[config.mk]
export PLATFORM = sky130hd
export DESIGN_NAME = complex_nr_mult_seq
export DESIGN_NICKNAME = d
export VERILOG_FILES = /design/src/rtl/complex_nr_mult_seq.sv
export SDC_FILE = /design/constraint.sdc
export NUM_CORES = 1
export LEC_CHECK = 0
export BUFFER_PORTS_ARGS = -buffer_cell sky130_fd_sc_hd__clkbuf_2
export CORE_ASPECT_RATIO = 0.7
export CORE_MARGIN = 2
export CORE_UTILIZATION = 55
export CTS_CLUSTER_SIZE = 16
export DETAILED_ROUTE_END_ITERATION = 10
export HOLD_SLACK_MARGIN = 0.1
export PLACE_DENSITY = 0.84
export SETUP_SLACK_MARGIN = 0.05
export SYNTH_ARGS = -nofsm -noshare
export SYNTH_HDL_FRONTEND = slang
export SYNTH_SLANG_ARGS = --single-unit
export TNS_END_PERCENT = 30
[constraint.sdc]
create_clock -name clk -period 6.87 [get_ports clk]
set_input_delay 0.3435 -clock clk [delete_from_list [all_inputs] [get_ports clk]]
set_output_delay 0.3435 -clock clk [all_outputs]
set_load 0.01 [all_outputs]
[src/rtl/complex_nr_mult_seq.sv]
// Sequential complex multiplier: (a+jb)(c+jd) over four cycles
// on one shared signed multiplier, result on a valid/ready port.
module complex_nr_mult_seq #(
  parameter int DATA_WIDTH = 8
) (
  input  logic                    clk,
  input  logic                    rst,
  input  logic                    sw_rst,
  input  logic                    op_val,
  output logic                    op_rdy,
  input  logic [DATA_WIDTH-1:0]   op_1_re,
  input  logic [DATA_WIDTH-1:0]   op_1_im,
  input  logic [DATA_WIDTH-1:0]   op_2_re,
  input  logic [DATA_WIDTH-1:0]   op_2_im,
  output logic                    res_val,
  input  logic                    res_ready,
  output logic [2*DATA_WIDTH:0]   res_re,
  output logic [2*DATA_WIDTH:0]   res_im
);

  localparam int PW = 2 * DATA_WIDTH;
  localparam int RW = PW + 1;

  typedef enum logic [2:0] {
    IDLE,
    MUL_AC,
    MUL_BD,
    MUL_AD,
    MUL_BC,
    DONE
  } state_t;

  state_t state_q, state_d;

  logic signed [DATA_WIDTH-1:0] a_q, b_q, c_q, d_q;
  logic signed [DATA_WIDTH-1:0] ma, mb;
  logic signed [PW-1:0]         prod;
  logic signed [RW-1:0]         prod_x;
  logic signed [RW-1:0]         acc_re_q, acc_im_q;

  always_ff @(posedge clk or posedge rst) begin
    if (rst) begin
      state_q <= IDLE;
    end else if (sw_rst) begin
      state_q <= IDLE;
    end else begin
      state_q <= state_d;
    end
  end

  always_comb begin
    state_d = state_q;
    unique case (state_q)
      IDLE:    if (op_val) state_d = MUL_AC;
      MUL_AC:  state_d = MUL_BD;
      MUL_BD:  state_d = MUL_AD;
      MUL_AD:  state_d = MUL_BC;
      MUL_BC:  state_d = DONE;
      DONE:    if (res_ready) state_d = IDLE;
      default: state_d = IDLE;
    endcase
  end

  // multiplier operands steered by the current product term
  always_comb begin
    ma = a_q;
    mb = c_q;
    unique case (state_q)
      MUL_BD: begin ma = b_q; mb = d_q; end
      MUL_AD: begin ma = a_q; mb = d_q; end
      MUL_BC: begin ma = b_q; mb = c_q; end
      default: ;
    endcase
  end

  assign prod   = ma * mb;
  assign prod_x = {prod[PW-1], prod};

  always_ff @(posedge clk or posedge rst) begin
    if (rst) begin
      a_q      <= '0;
      b_q      <= '0;
      c_q      <= '0;
      d_q      <= '0;
      acc_re_q <= '0;
      acc_im_q <= '0;
    end else if (sw_rst) begin
      a_q      <= '0;
      b_q      <= '0;
      c_q      <= '0;
      d_q      <= '0;
      acc_re_q <= '0;
      acc_im_q <= '0;
    end else begin
      unique case (state_q)
        IDLE: begin
          if (op_val) begin
            a_q      <= op_1_re;
            b_q      <= op_1_im;
            c_q      <= op_2_re;
            d_q      <= op_2_im;
            acc_re_q <= '0;
            acc_im_q <= '0;
          end
        end
        MUL_AC:  acc_re_q <= prod_x;
        MUL_BD:  acc_re_q <= acc_re_q - prod_x;
        MUL_AD:  acc_im_q <= prod_x;
        MUL_BC:  acc_im_q <= acc_im_q + prod_x;
        default: ;
      endcase
    end
  end

  assign op_rdy  = (state_q == IDLE);
  assign res_val = (state_q == DONE);
  assign res_re  = acc_re_q;
  assign res_im  = acc_im_q;

endmodule

==> flow_summary_export.csv <==
group,metric,value,unit
worst_setup_path,r2r_slack,0.04,ns
grt,antenna_found_initial,0,
pwr,p_leak,4.20,nW
sta,setup_violations,0,
route,drtIter0Drc,437,
sta,max_freq,146,MHz
route,avgRoutedWirePerCell,16.9,um
sta,finalMaxSlewViolations,0,
worst_hold_path,hold_class,"in -> reg",
clock_tree,clk_latency,0.35,ns
worst_setup_path,cp-endpoint,"res_re[14]",
pwr,p_int,0.00213,W
pwr,vdd_drop_max,0.280,mV
sta,skew,0.00656,ns
sta,rsz0062_at_grt,"true",
sta,hold_slack,0.217,ns
yosys,avgSynthCellArea,8.79,um2
floorplan,io_pins,73,
clock_tree,clockBufferDepth,2,
flow_run,maxCapViolCount,0,
clock_tree,holdBufCountCts,0,
sta,hold_violations,0,
final_layout,nets,1082,
yosys,synthCells,823,
yosys,yosys_register_bits,69,
clock_tree,cts_root_buffer,"clkbuf_16",
route,vias,6406,
outcome,status,"finished clean",
sta,tightestPinTransition,1.11,ns
worst_setup_path,r2r-end,"res_re[14]",
sta,fin_tns_setup,0,ns
final_layout,antenna_cells,0,
final_layout,drive_gt1_share,24.2,%
worst_setup_path,r2r_start,"state_q[2]",
floorplan,die-area,0.0141,mm2
pwr,power_density,477,mW/mm2
worst_setup_path,criticalPathCategory,"reg -> reg",
pwr,switchingPower,0.00203,W
final_layout,multiInputGateArea,0.00527,mm2
yosys,yosysSeqAreaShare,23.9,%
grt,grt_pass1_vias,5866,
yosys,synth_cell_types,69,
pwr,total_power,0.00416,W
worst_setup_path,cp.arrival,7.07,ns
floorplan,die_y,99.9,um
placement,dp.final_hpwl,13.4,mm
grt,grt_pass1_wl,28.6,mm
final_layout,fillers,940,
grt,grt_max_degree,70,
placement,io_buffer_count,72,
yosys,ys.flop_type,"dfrtp_1",
yosys,yosys_warnings,0,
route,totalWireLength,18.6,mm
clock_tree,clock_sinks,69,
placement,place_congestion,0.960,
clock_tree,htree_levels,3,
worst_setup_path,r2r_cells,27,
pwr,clockPowerShare,11.6,%
yosys,synthesis.nets,976,
grt,grt-ovfl-total,0,
final_layout,area_growth,20.6,%
route,vias_per_cell,5.82,
worst_setup_path,end_kind,"flop",
sta,finalCritPeriodShare,99.5,%
sta,fin_crit,6.83,ns
sta,slew_headroom,25.0,%
final_layout,finalInstanceArea,0.00872,mm2
floorplan,rows,35,
route,drt-pass1-iter-count,5,
route,drc_errors,0,
placement,dpl.cell_count,1071,
clock_tree,path_clk_slew,0.07,ns
yosys,async_reset_ff_share,100,%
floorplan,die_width,141,um
yosys,synth_edf_count,0,
worst_setup_path,cp.required,7.10,ns
worst_setup_path,crit_fanout,7,
grt,grtUsageTotal,25.4,%
final_layout,regArea,0.00173,mm2
floorplan,start_util,55.6,%
clock_tree,cts_tree,"done",
clock_tree,numCtsBuffers,9,
floorplan,core_area,0.0130,mm2
pwr,p_seq_share,13.1,%
worst_setup_path,start_kind,"flop",
yosys,netlist_area,0.00723,mm2
pwr,switching_share,48.7,%
placement,placed_cell_area,0.00803,mm2
route,ant_nets,0,
worst_setup_path,crit_start,"state_q[2]",
final_layout,fin_cells,1100,
pwr,pwr-share-comb,75.3,%
==> registers in the layout, indices dropped and copies added, names as in the netlist <==
signal   count
res_re      17
state_q      3
res_im      17
a_q          8
d_q          8
b_q          8
c_q          8
==> per-layer routing <==
layer	track usage, %	part of all wire (%)
met5	0	0
met4	5.08	2.2
met3	6.11	7.4
met2	39.2	46
met1	37.0	45
==> cells in the final DEF, fill, tap and decap left out, drive strengths merged, types with 5 or more instances in the layout <==
master / n
inv: 125
clkbuf: 81
nor2: 79
dfrtp: 69
o21ai: 63
ha: 59
nand2: 58
fa: 57
buf: 50
nand2b: 40
xnor2: 39
a21oi: 28
mux2i: 20
a22oi: 16
nor3: 16
or2: 13
nor2b: 13
a21o: 10
a222oi: 9
nand3: 8
xor2: 7
o21bai: 7
o21a: 5
a31oi: 5
==> cells by family after synthesis <==
kind of cell / count (synthesis) / share of synthesized area, %
simple gates: 247 / 17.2
mux: 22 / 3.08
flops: 69 / 23.9
buf+inv: 148 / 7.73
fa+ha+maj: 119 / 26.4
compound gates: 172 / 15.9
xor+xnor: 46 / 5.78
==> cells in the mapped netlist (all sizes together), types with 3 or more instances <==
master / count / share of area (%)
buf: 4 / 0.26
nand2: 58 / 3.0
a21oi: 28 / 1.9
fa: 57 / 16
nand2b: 40 / 3.5
xor2: 7 / 0.85
o31ai: 4 / 0.55
clkbuf: 23 / 1.2
a221o: 4 / 0.55
o21ai: 63 / 4.4
nor3: 16 / 1.4
maj3: 3 / 0.45
or3: 4 / 0.42
xnor2: 39 / 4.9
a222oi: 9 / 1.2
ha: 59 / 10
dfrtp: 69 / 24
nand3: 8 / 0.55
or2: 13 / 1.1
mux2i: 20 / 2.8
o21bai: 7 / 0.73
a22oi: 16 / 1.7
nor4: 4 / 0.43
a21o: 10 / 1.0
o21a: 5 / 0.52
nor2: 79 / 4.2
and2: 3 / 0.26
a31oi: 5 / 0.52
inv: 121 / 6.3
o2111ai: 3 / 0.36
nor2b: 13 / 1.3
==> cell type report <==
type / instances / area share, %
Clock buffer: 9 / 2.58
Clock inverter: 7 / 0.904
Inverter: 121 / 5.21
Multi-Input combinational cell: 606 / 60.4
Sequential cell: 69 / 19.8
Tap cell: 166 / 2.38
Timing Repair Buffer: 122 / 8.71
==> metrics by stage <==
stage                     utilization (%)  setup slack, ns
after CTS                            64.3           0.0182
after detailed placement             61.8           -0.120
after global routing                 67.1           -0.148
final                                67.1           0.0356
after floorplan                         -           0.0705
after global placement               61.8            0.112
==> power by group through the flow <==
stage	logic (W)	registers [W]	clock network, W
detailed placement	0.00267	0.000544	0
floorplan	0.00205	0.000542	0
global route	0.00340	0.000554	0.000507
CTS	0.00271	0.000537	0.000483
finish	0.00313	0.000546	0.000482
global placement	0.00258	0.000542	0
==> timing repair <==
action,4_1_cts,5_1_grt
pin swaps,0,23
resized for setup,4,57
hold endpoints to repair,0,0
cloned,0,1
setup endpoints to repair,9,9
setup buffers,0,12
==> critical path, stage by stage, from the launching register on <==
cell      delay, ns
dfrtp_2        0.46
inv_2          0.10
nand2_2        0.08
a21oi_2        0.17
buf_4          0.14
buf_4          0.15
mux2i_2        0.23
buf_4          0.18
nor2b_1        0.20
fa_1           0.48
fa_1           0.47
fa_1           0.50
inv_1          0.05
fa_1           0.47
inv_1          0.05
ha_2           0.38
nand3_1        0.13
o211ai_1       0.20
nor2_1         0.10
xnor2_2        0.29
inv_1          0.13
ha_4           0.26
a21o_1         0.18
a221o_1        0.41
maj3_2         0.35
maj3_2         0.33
xnor2_1        0.17
o21ai_1        0.07
==> worst min-delay path by stage <==
stage	startpoint	end	slack (ns)	depth (start not counted)
final	op_2_re[5]	c_q[5]	0.22	3
after global routing	op_1_im[3]	b_q[3]	0.22	3
after CTS	op_2_re[5]	c_q[5]	0.21	3
after detailed placement	c_q[4]	c_q[4]	0.47	2
after global placement	c_q[4]	c_q[4]	0.46	2
after floorplan	a_q[0]	a_q[0]	0.45	2
Power figures use the tool's default switching activity.
